`src/rtl/int_to_fp_converter_pkg.sv`:
```
// Shared definitions for the integer-to-binary32 converter: rounding-mode
// codes, exponent bias, FSM encodings and the one-step normalizer helper.
package int_to_fp_converter_pkg;

  // RISC-V rounding-mode encodings; 101..111 are folded into RNE by the rounder.
  localparam logic [2:0] RM_RNE = 3'b000;
  localparam logic [2:0] RM_RTZ = 3'b001;
  localparam logic [2:0] RM_RDN = 3'b010;
  localparam logic [2:0] RM_RUP = 3'b011;
  localparam logic [2:0] RM_RMM = 3'b100;

  localparam logic [7:0] FP_BIAS  = 8'd127;
  // Exponent of an unnormalized magnitude whose leading one sits at bit 31.
  localparam logic [7:0] EXP_INIT = FP_BIAS + 8'd31;

  // FSM encodings.
  localparam logic [1:0] ST_IDLE  = 2'd0;
  localparam logic [1:0] ST_NORM  = 2'd1;
  localparam logic [1:0] ST_ROUND = 2'd2;
  localparam logic [1:0] ST_DONE  = 2'd3;

  localparam logic [2:0] LAST_STAGE = 3'd4;

  typedef struct packed {
    logic [31:0] mag;
    logic [7:0]  exp;
  } norm_t;

  // One normalizer stage: stage k shifts by 16 >> k when the top (16 >> k)
  // bits are all zero. Five stages leave the leading one at bit 31.
  function automatic norm_t norm_step(input norm_t cur, input logic [2:0] stage);
    norm_t nxt;
    nxt = cur;
    case (stage)
      3'd0: if (cur.mag[31:16] == 16'h0) begin
        nxt.mag = {cur.mag[15:0], 16'h0};
        nxt.exp = cur.exp - 8'd16;
      end
      3'd1: if (cur.mag[31:24] == 8'h0) begin
        nxt.mag = {cur.mag[23:0], 8'h0};
        nxt.exp = cur.exp - 8'd8;
      end
      3'd2: if (cur.mag[31:28] == 4'h0) begin
        nxt.mag = {cur.mag[27:0], 4'h0};
        nxt.exp = cur.exp - 8'd4;
      end
      3'd3: if (cur.mag[31:30] == 2'h0) begin
        nxt.mag = {cur.mag[29:0], 2'h0};
        nxt.exp = cur.exp - 8'd2;
      end
      3'd4: if (cur.mag[31] == 1'b0) begin
        nxt.mag = {cur.mag[30:0], 1'b0};
        nxt.exp = cur.exp - 8'd1;
      end
      default: ;
    endcase
    return nxt;
  endfunction

endpackage

```
`src/rtl/int_to_fp_converter_round.sv`:
```
// Combinational rounding of a normalized 32-bit magnitude into binary32.
// Kept standalone so other conversion paths can reuse the mode decode.
module int_to_fp_round
  import int_to_fp_converter_pkg::*;
(
  input  logic        sign,
  input  logic [7:0]  exp,
  input  logic [31:0] mag,
  input  logic [2:0]  mode,
  output logic [31:0] result,
  output logic        inexact
);

  logic [22:0] mant;
  logic        guard;
  logic        sticky;
  logic        inc;
  logic [23:0] mant_sum;
  logic [7:0]  exp_r;
  logic        is_zero;

  assign mant    = mag[30:8];
  assign guard   = mag[7];
  assign sticky  = |mag[6:0];
  // After normalization bit 31 is clear only when the operand was zero.
  assign is_zero = ~mag[31];

  // Rounding-increment decode; unused mode codes behave as RNE.
  always_comb begin
    inc = 1'b0;
    case (mode)
      RM_RTZ:  inc = 1'b0;
      RM_RDN:  inc = sign & (guard | sticky);
      RM_RUP:  inc = ~sign & (guard | sticky);
      RM_RMM:  inc = guard;
      default: inc = guard & (sticky | mant[0]);
    endcase
  end

  // Mantissa carry-out bumps the exponent; the mantissa wraps to zero.
  assign mant_sum = {1'b0, mant} + {23'h0, inc};
  assign exp_r    = exp + {7'h0, mant_sum[23]};

  assign result  = is_zero ? 32'h0 : {sign, exp_r, mant_sum[22:0]};
  assign inexact = is_zero ? 1'b0 : (guard | sticky);

endmodule

```
`src/rtl/int_to_fp_converter.sv`:
```
// Iterative int32/uint32 to binary32 converter (FCVT.S.W / FCVT.S.WU).
// Handshake: START is accepted only in IDLE or DONE; BUSY is high in NORM and
// ROUND; VALID is a one-cycle pulse in DONE, and RESULT/INEXACT hold their
// value until the next VALID. Fixed latency of 7 cycles from START to VALID.
module int_to_fp_converter
  import int_to_fp_converter_pkg::*;
(
  input  logic        CLK,
  input  logic        RESET,
  input  logic        START,
  input  logic [31:0] DATA1,
  input  logic        UNSIGNED,
  input  logic [2:0]  ROUND_MODE,
  output logic        BUSY,
  output logic        VALID,
  output logic [31:0] RESULT,
  output logic        INEXACT,
  output logic [1:0]  dbg_state
);

  logic [1:0]  state_q;
  logic        sign_q;
  logic [31:0] mag_q;
  logic [7:0]  exp_q;
  logic [2:0]  stage_q;
  logic        zero_q;
  logic [2:0]  mode_q;

  logic        accept;
  logic        in_sign;
  norm_t       norm_cur;
  norm_t       norm_nxt;
  logic [31:0] rnd_result;
  logic        rnd_inexact;

  assign accept  = START && ((state_q == ST_IDLE) || (state_q == ST_DONE));
  assign in_sign = ~UNSIGNED & DATA1[31];

  // Normalizer datapath for the current stage.
  always_comb begin
    norm_cur.mag = mag_q;
    norm_cur.exp = exp_q;
    norm_nxt     = norm_step(norm_cur, stage_q);
  end

  int_to_fp_round u_round (
    .sign    (sign_q),
    .exp     (exp_q),
    .mag     (mag_q),
    .mode    (mode_q),
    .result  (rnd_result),
    .inexact (rnd_inexact)
  );

  // FSM, operand capture, normalizer iteration and result registers.
  always_ff @(posedge CLK or negedge RESET) begin
    if (!RESET) begin
      state_q <= ST_IDLE;
      sign_q  <= 1'b0;
      mag_q   <= 32'h0;
      exp_q   <= 8'h0;
      stage_q <= 3'h0;
      zero_q  <= 1'b0;
      mode_q  <= 3'h0;
      RESULT  <= 32'h0;
      INEXACT <= 1'b0;
    end else if (accept) begin
      state_q <= ST_NORM;
      sign_q  <= in_sign;
      mag_q   <= in_sign ? (~DATA1 + 32'd1) : DATA1;
      exp_q   <= EXP_INIT;
      stage_q <= 3'h0;
      zero_q  <= (DATA1 == 32'h0);
      mode_q  <= ROUND_MODE;
    end else begin
      case (state_q)
        ST_NORM: begin
          mag_q   <= norm_nxt.mag;
          exp_q   <= norm_nxt.exp;
          stage_q <= stage_q + 3'd1;
          if (stage_q == LAST_STAGE) state_q <= ST_ROUND;
        end
        ST_ROUND: begin
          RESULT  <= zero_q ? 32'h0 : rnd_result;
          INEXACT <= zero_q ? 1'b0 : rnd_inexact;
          state_q <= ST_DONE;
        end
        ST_DONE: state_q <= ST_IDLE;
        default: state_q <= ST_IDLE;
      endcase
    end
  end

  // Status outputs decode straight from the state register.
  assign BUSY      = (state_q == ST_NORM) || (state_q == ST_ROUND);
  assign VALID     = (state_q == ST_DONE);
  assign dbg_state = state_q;

endmodule

```
`config.mk`:
```
export PLATFORM = sky130hd
export DESIGN_NAME = int_to_fp_converter
export DESIGN_NICKNAME = d
export VERILOG_FILES = /design/src/rtl/int_to_fp_converter_pkg.sv /design/src/rtl/int_to_fp_converter_round.sv /design/src/rtl/int_to_fp_converter.sv
export SDC_FILE = /design/constraint.sdc
export NUM_CORES = 1
export LEC_CHECK = 0
export ABC_AREA = 1
export CAP_MARGIN = 20
export CORE_MARGIN = 2
export CORE_UTILIZATION = 52
export DETAILED_ROUTE_END_ITERATION = 7
export PLACE_DENSITY = 0.78
export RECOVER_POWER = 25
export SKIP_LAST_GASP = 1
export SYNTH_ARGS = -nofsm -noshare
export SYNTH_HDL_FRONTEND = slang
export SYNTH_SLANG_ARGS = --single-unit
export TNS_END_PERCENT = 30
```
`constraint.sdc`:
```
create_clock -name CLK -period 2.9 [get_ports CLK]
set_input_delay 0.58 -clock CLK [delete_from_list [all_inputs] [get_ports CLK]]
set_output_delay 0.58 -clock CLK [all_outputs]
set_load 0.005 [all_outputs]
```
==> results.ini, run 1 <==
[status]
result_of_the_run = finished clean

[synthesis]
post_synth_top_flop = sky130_fd_sc_hd__dfrtp_1
number_of_synthesized_register_bits = 83
combinational_family_with_the_most_area_after_synthesis = simple AND/OR/NAND/NOR gates
synth_compound_area_share_pct = 20.2
synthXorXnorAreaFrac_pct = 0.776
synthArstFlopShare_pct = 100
syn-mean-instance-area_um2 = 6.35
syn_nets = 1128
synth-edff-count = 0
synth_seq_area_share_pct = 30.7
yosysWarnings = 0
yosys.area_share.simple_pct = 34.4
synth.lib_cells_used.distinct = 39
mux_cell_area_share_after_synthesis_pct = 0
postSynthCellCount = 1066
post_synthesis_instance_area_mm2 = 0.00677
post-synth-top-area-cell = sky130_fd_sc_hd__dfrtp_1
synthTopCellsByArea = sky130_fd_sc_hd__dfrtp_1 31%, sky130_fd_sc_hd__nand2_1 14%, sky130_fd_sc_hd__o21ai_0 10%, sky130_fd_sc_hd__nor2_1 7.4%, sky130_fd_sc_hd__nand3_1 6.7%
synth.top_cell.area_share_pct = 30.7
synth_adder_area_share_pct = 4.25

[floorplanning]
initial_utilization_pct = 53.4
floorplan.die.height_um = 118
die_x_um = 118
rows = 41
fp.dieArea_mm2 = 0.0139
number_of_top_level_pins = 76
placeableCoreArea_mm2 = 0.0127

[critical_path]
startpoint_type = flop
worst-setup-path-type = flop to flop
timing.critical_path.to_type = flop
cp_max_fo = 2
crit_required_ps = 3190
timing.critical_path.arrival_ps = 3140

[global_route]
track_usage_pct = 31.7
grt_pass1_vias = 7155
grt_start_max_net_pins = 45
grt_pass1_wl_um = 35600
overall_overflow_remaining_after_global_route = 0
initial_antenna_violation_count = 0

[sta]
transition_time_of_the_tightest_slew_check_pin_ps = 1160
hold_viol_final = 0
min_period_ps = 2850
drv_slew = 0
setup_total_negative_slack_ps = 0
setup-violations-final = 0
setup_repair_after_global_routing_missed_its_margin = true
layout_worst_path_cycle_share_pct = 98.2
fmax_ghz = 0.351
timing.hold.ws_ps = 442
maxSlewHeadroom_pct = 22.9
finClkSkew_ps = 8.20

[clock_tree]
cts_tree = done
worst_setup_hold_path_clk_slew_ps = 70
cts_made_buffers = 9
holdBufCountCts = 0
root_cell_of_the_clock_tree = sky130_fd_sc_hd__clkbuf_16
clock_latency_on_the_worst_skew_pair_ps = 350
cts.sink_count = 83
htreeDepth = 3
cts.path.max_buffers = 2

[pwr]
vdd_ir_drop_max_mv = 0.454
p_total_mw = 8.50
total_leakage_power_nw = 3.87
power-per-cell-area_mw_per_mm2 = 1020

[detailed_routing]
via_count = 7783
wire_per_inst_um = 16.3
finalWirelength_um = 22000
detail_route.first_pass.iterations = 8
route.detailed.drc = 0
drt_iter0_drc = 843
final_antenna_net_count = 0
routed_via_density = 5.77

[cells_and_area]
most_frequent_standard_cell_in_the_layout_excluding_fill_and_tap_cells = sky130_fd_sc_hd__nand2_1
num_antenna_cells = 0
area.growth.synth_to_final_pct = 23.6
leading_cell_types_in_the_layout_fill_and_taps_excluded = 257 x sky130_fd_sc_hd__nand2_1, 133 x sky130_fd_sc_hd__o21ai_0, 132 x sky130_fd_sc_hd__nor2_1
design.final.nets = 1235
share_of_post_route_cells_with_drive_strength_above_1_pct = 11.0
postLayoutCellArea_mm2 = 0.00836

[placement]
dp_hpwl_um = 16600
postPlaceCellArea_mm2 = 0.00799
place_congestion = 0.977
port_buffers = 75

[min_path]
timing.hold.worst.class = primary input to asynchronous set/reset pin

[run]
maxCapViolations = 0

per-stage QoR:
stage               utilization (%)  worst slack [ps]  instances
finish                         66.0              52.5       1350
floorplan                         -               102       1066
global placement               63.1              -133       1329
CTS                            66.0             -23.0       1349
global route                   66.0              -146       1350
detailed placement             63.1              -250       1329
where the power goes:
group | total [mW] | switching (mW) | internal (mW) | leakage (nW)
registers | 2.13 | 0.494 | 1.64 | 1.05
clock network | 1.16 | 0.486 | 0.673 | 0.144
logic | 5.21 | 3.22 | 1.99 | 2.67
cell type report:
class                   count  area (um^2)
clock buffers              13          280
clock inverters             3         20.0
fillers                  1190         4310
inverters                 113          424
multi-input cells         824         4090
flip-flops and latches     83         2080
well taps                 172          215
repair buffers            142         1260
Yosys cell counts (4+ instances only):
master / count
sky130_fd_sc_hd__dfrtp_1: 83
sky130_fd_sc_hd__nand2_1: 259
sky130_fd_sc_hd__inv_1: 103
sky130_fd_sc_hd__ha_1: 23
sky130_fd_sc_hd__nor3_1: 26
sky130_fd_sc_hd__nand3b_1: 5
sky130_fd_sc_hd__a31oi_1: 4
sky130_fd_sc_hd__o21ai_1: 7
sky130_fd_sc_hd__buf_6: 4
sky130_fd_sc_hd__buf_1: 4
sky130_fd_sc_hd__nand3_1: 90
sky130_fd_sc_hd__nand2_2: 4
sky130_fd_sc_hd__o21ai_0: 135
sky130_fd_sc_hd__buf_2: 14
sky130_fd_sc_hd__a21oi_2: 8
sky130_fd_sc_hd__a21oi_1: 47
sky130_fd_sc_hd__nor2_1: 133
sky130_fd_sc_hd__a22o_1: 4
sky130_fd_sc_hd__inv_2: 8
sky130_fd_sc_hd__nand4_1: 19
sky130_fd_sc_hd__clkbuf_1: 21
sky130_fd_sc_hd__o22ai_1: 36
state kept, by name, indices dropped and copies added (netlist names):
register / cells
stage_q: 3
RESULT: 32
mode_q: 3
sign_q: 1
dbg_state: 2
mag_q: 32
INEXACT: 1
exp_q: 8
zero_q: 1
metal layers:
| layer | GRT usage, % | routed length [um] |
|---|---|---|
| met1 | 42.7 | 9130 |
| met2 | 49.7 | 9990 |
| met3 | 5.23 | 2060 |
| met4 | 15.0 | 818 |
| met5 | 0 | 0 |
worst paths after layout:
check	from	to	slack (ps)	cells after the start
worst min register to register	RESULT[19]	RESULT[19]	480	2
worst min-delay path	RESET	RESULT[25]	440	1
min in group CLK	RESULT[19]	RESULT[19]	480	2
worst max-delay path	mag_q[0]	RESULT[30]	50	22
max in group asynchronous	RESET	mag_q[26]	900	2
worst max register to register	mag_q[0]	RESULT[30]	50	22
logic make-up (layout without fill, tap and decap cells):
group           after synthesis  after routing
fa+ha+maj                    23             23
flops                        83             83
compound gates              249            249
xor+xnor                      6              6
simple gates                546            546
buf+inv                     159            271
timing repair:
action                     CTS  global route
cloned                       0             0
setup buffers                4             1
gates resized for setup     15             4
setup endpoints to repair    8             9
pin swaps                    9             5
worst max-delay path, cell delays in order, from the launching register on:
cell and delay (ps):
sky130_fd_sc_hd__dfrtp_1 360, sky130_fd_sc_hd__inv_2 50, sky130_fd_sc_hd__nand4_1 150, sky130_fd_sc_hd__nor2_1 60
sky130_fd_sc_hd__nand2_1 70, sky130_fd_sc_hd__inv_2 40, sky130_fd_sc_hd__o22ai_2 160, sky130_fd_sc_hd__ha_2 240
sky130_fd_sc_hd__nand3_2 90, sky130_fd_sc_hd__nor2_2 110, sky130_fd_sc_hd__nand2_1 90, sky130_fd_sc_hd__inv_2 70
sky130_fd_sc_hd__nand3_2 70, sky130_fd_sc_hd__nor3_2 140, sky130_fd_sc_hd__nand3_1 130, sky130_fd_sc_hd__nor3_2 210
sky130_fd_sc_hd__ha_2 240, sky130_fd_sc_hd__nand2_2 60, sky130_fd_sc_hd__inv_2 50, sky130_fd_sc_hd__nand4_1 90
sky130_fd_sc_hd__a21oi_1 160, sky130_fd_sc_hd__o21ai_1 80, sky130_fd_sc_hd__nand2_1 60
Note: power is estimated with default switching activity, not from simulation.
==> run 2, diff against run 1 <==
Settings changed: CAP_MARGIN 20 to not set.
==> results of run 2 <==
Same layout as run 1: the final DEF is identical, and so are final timing and power.
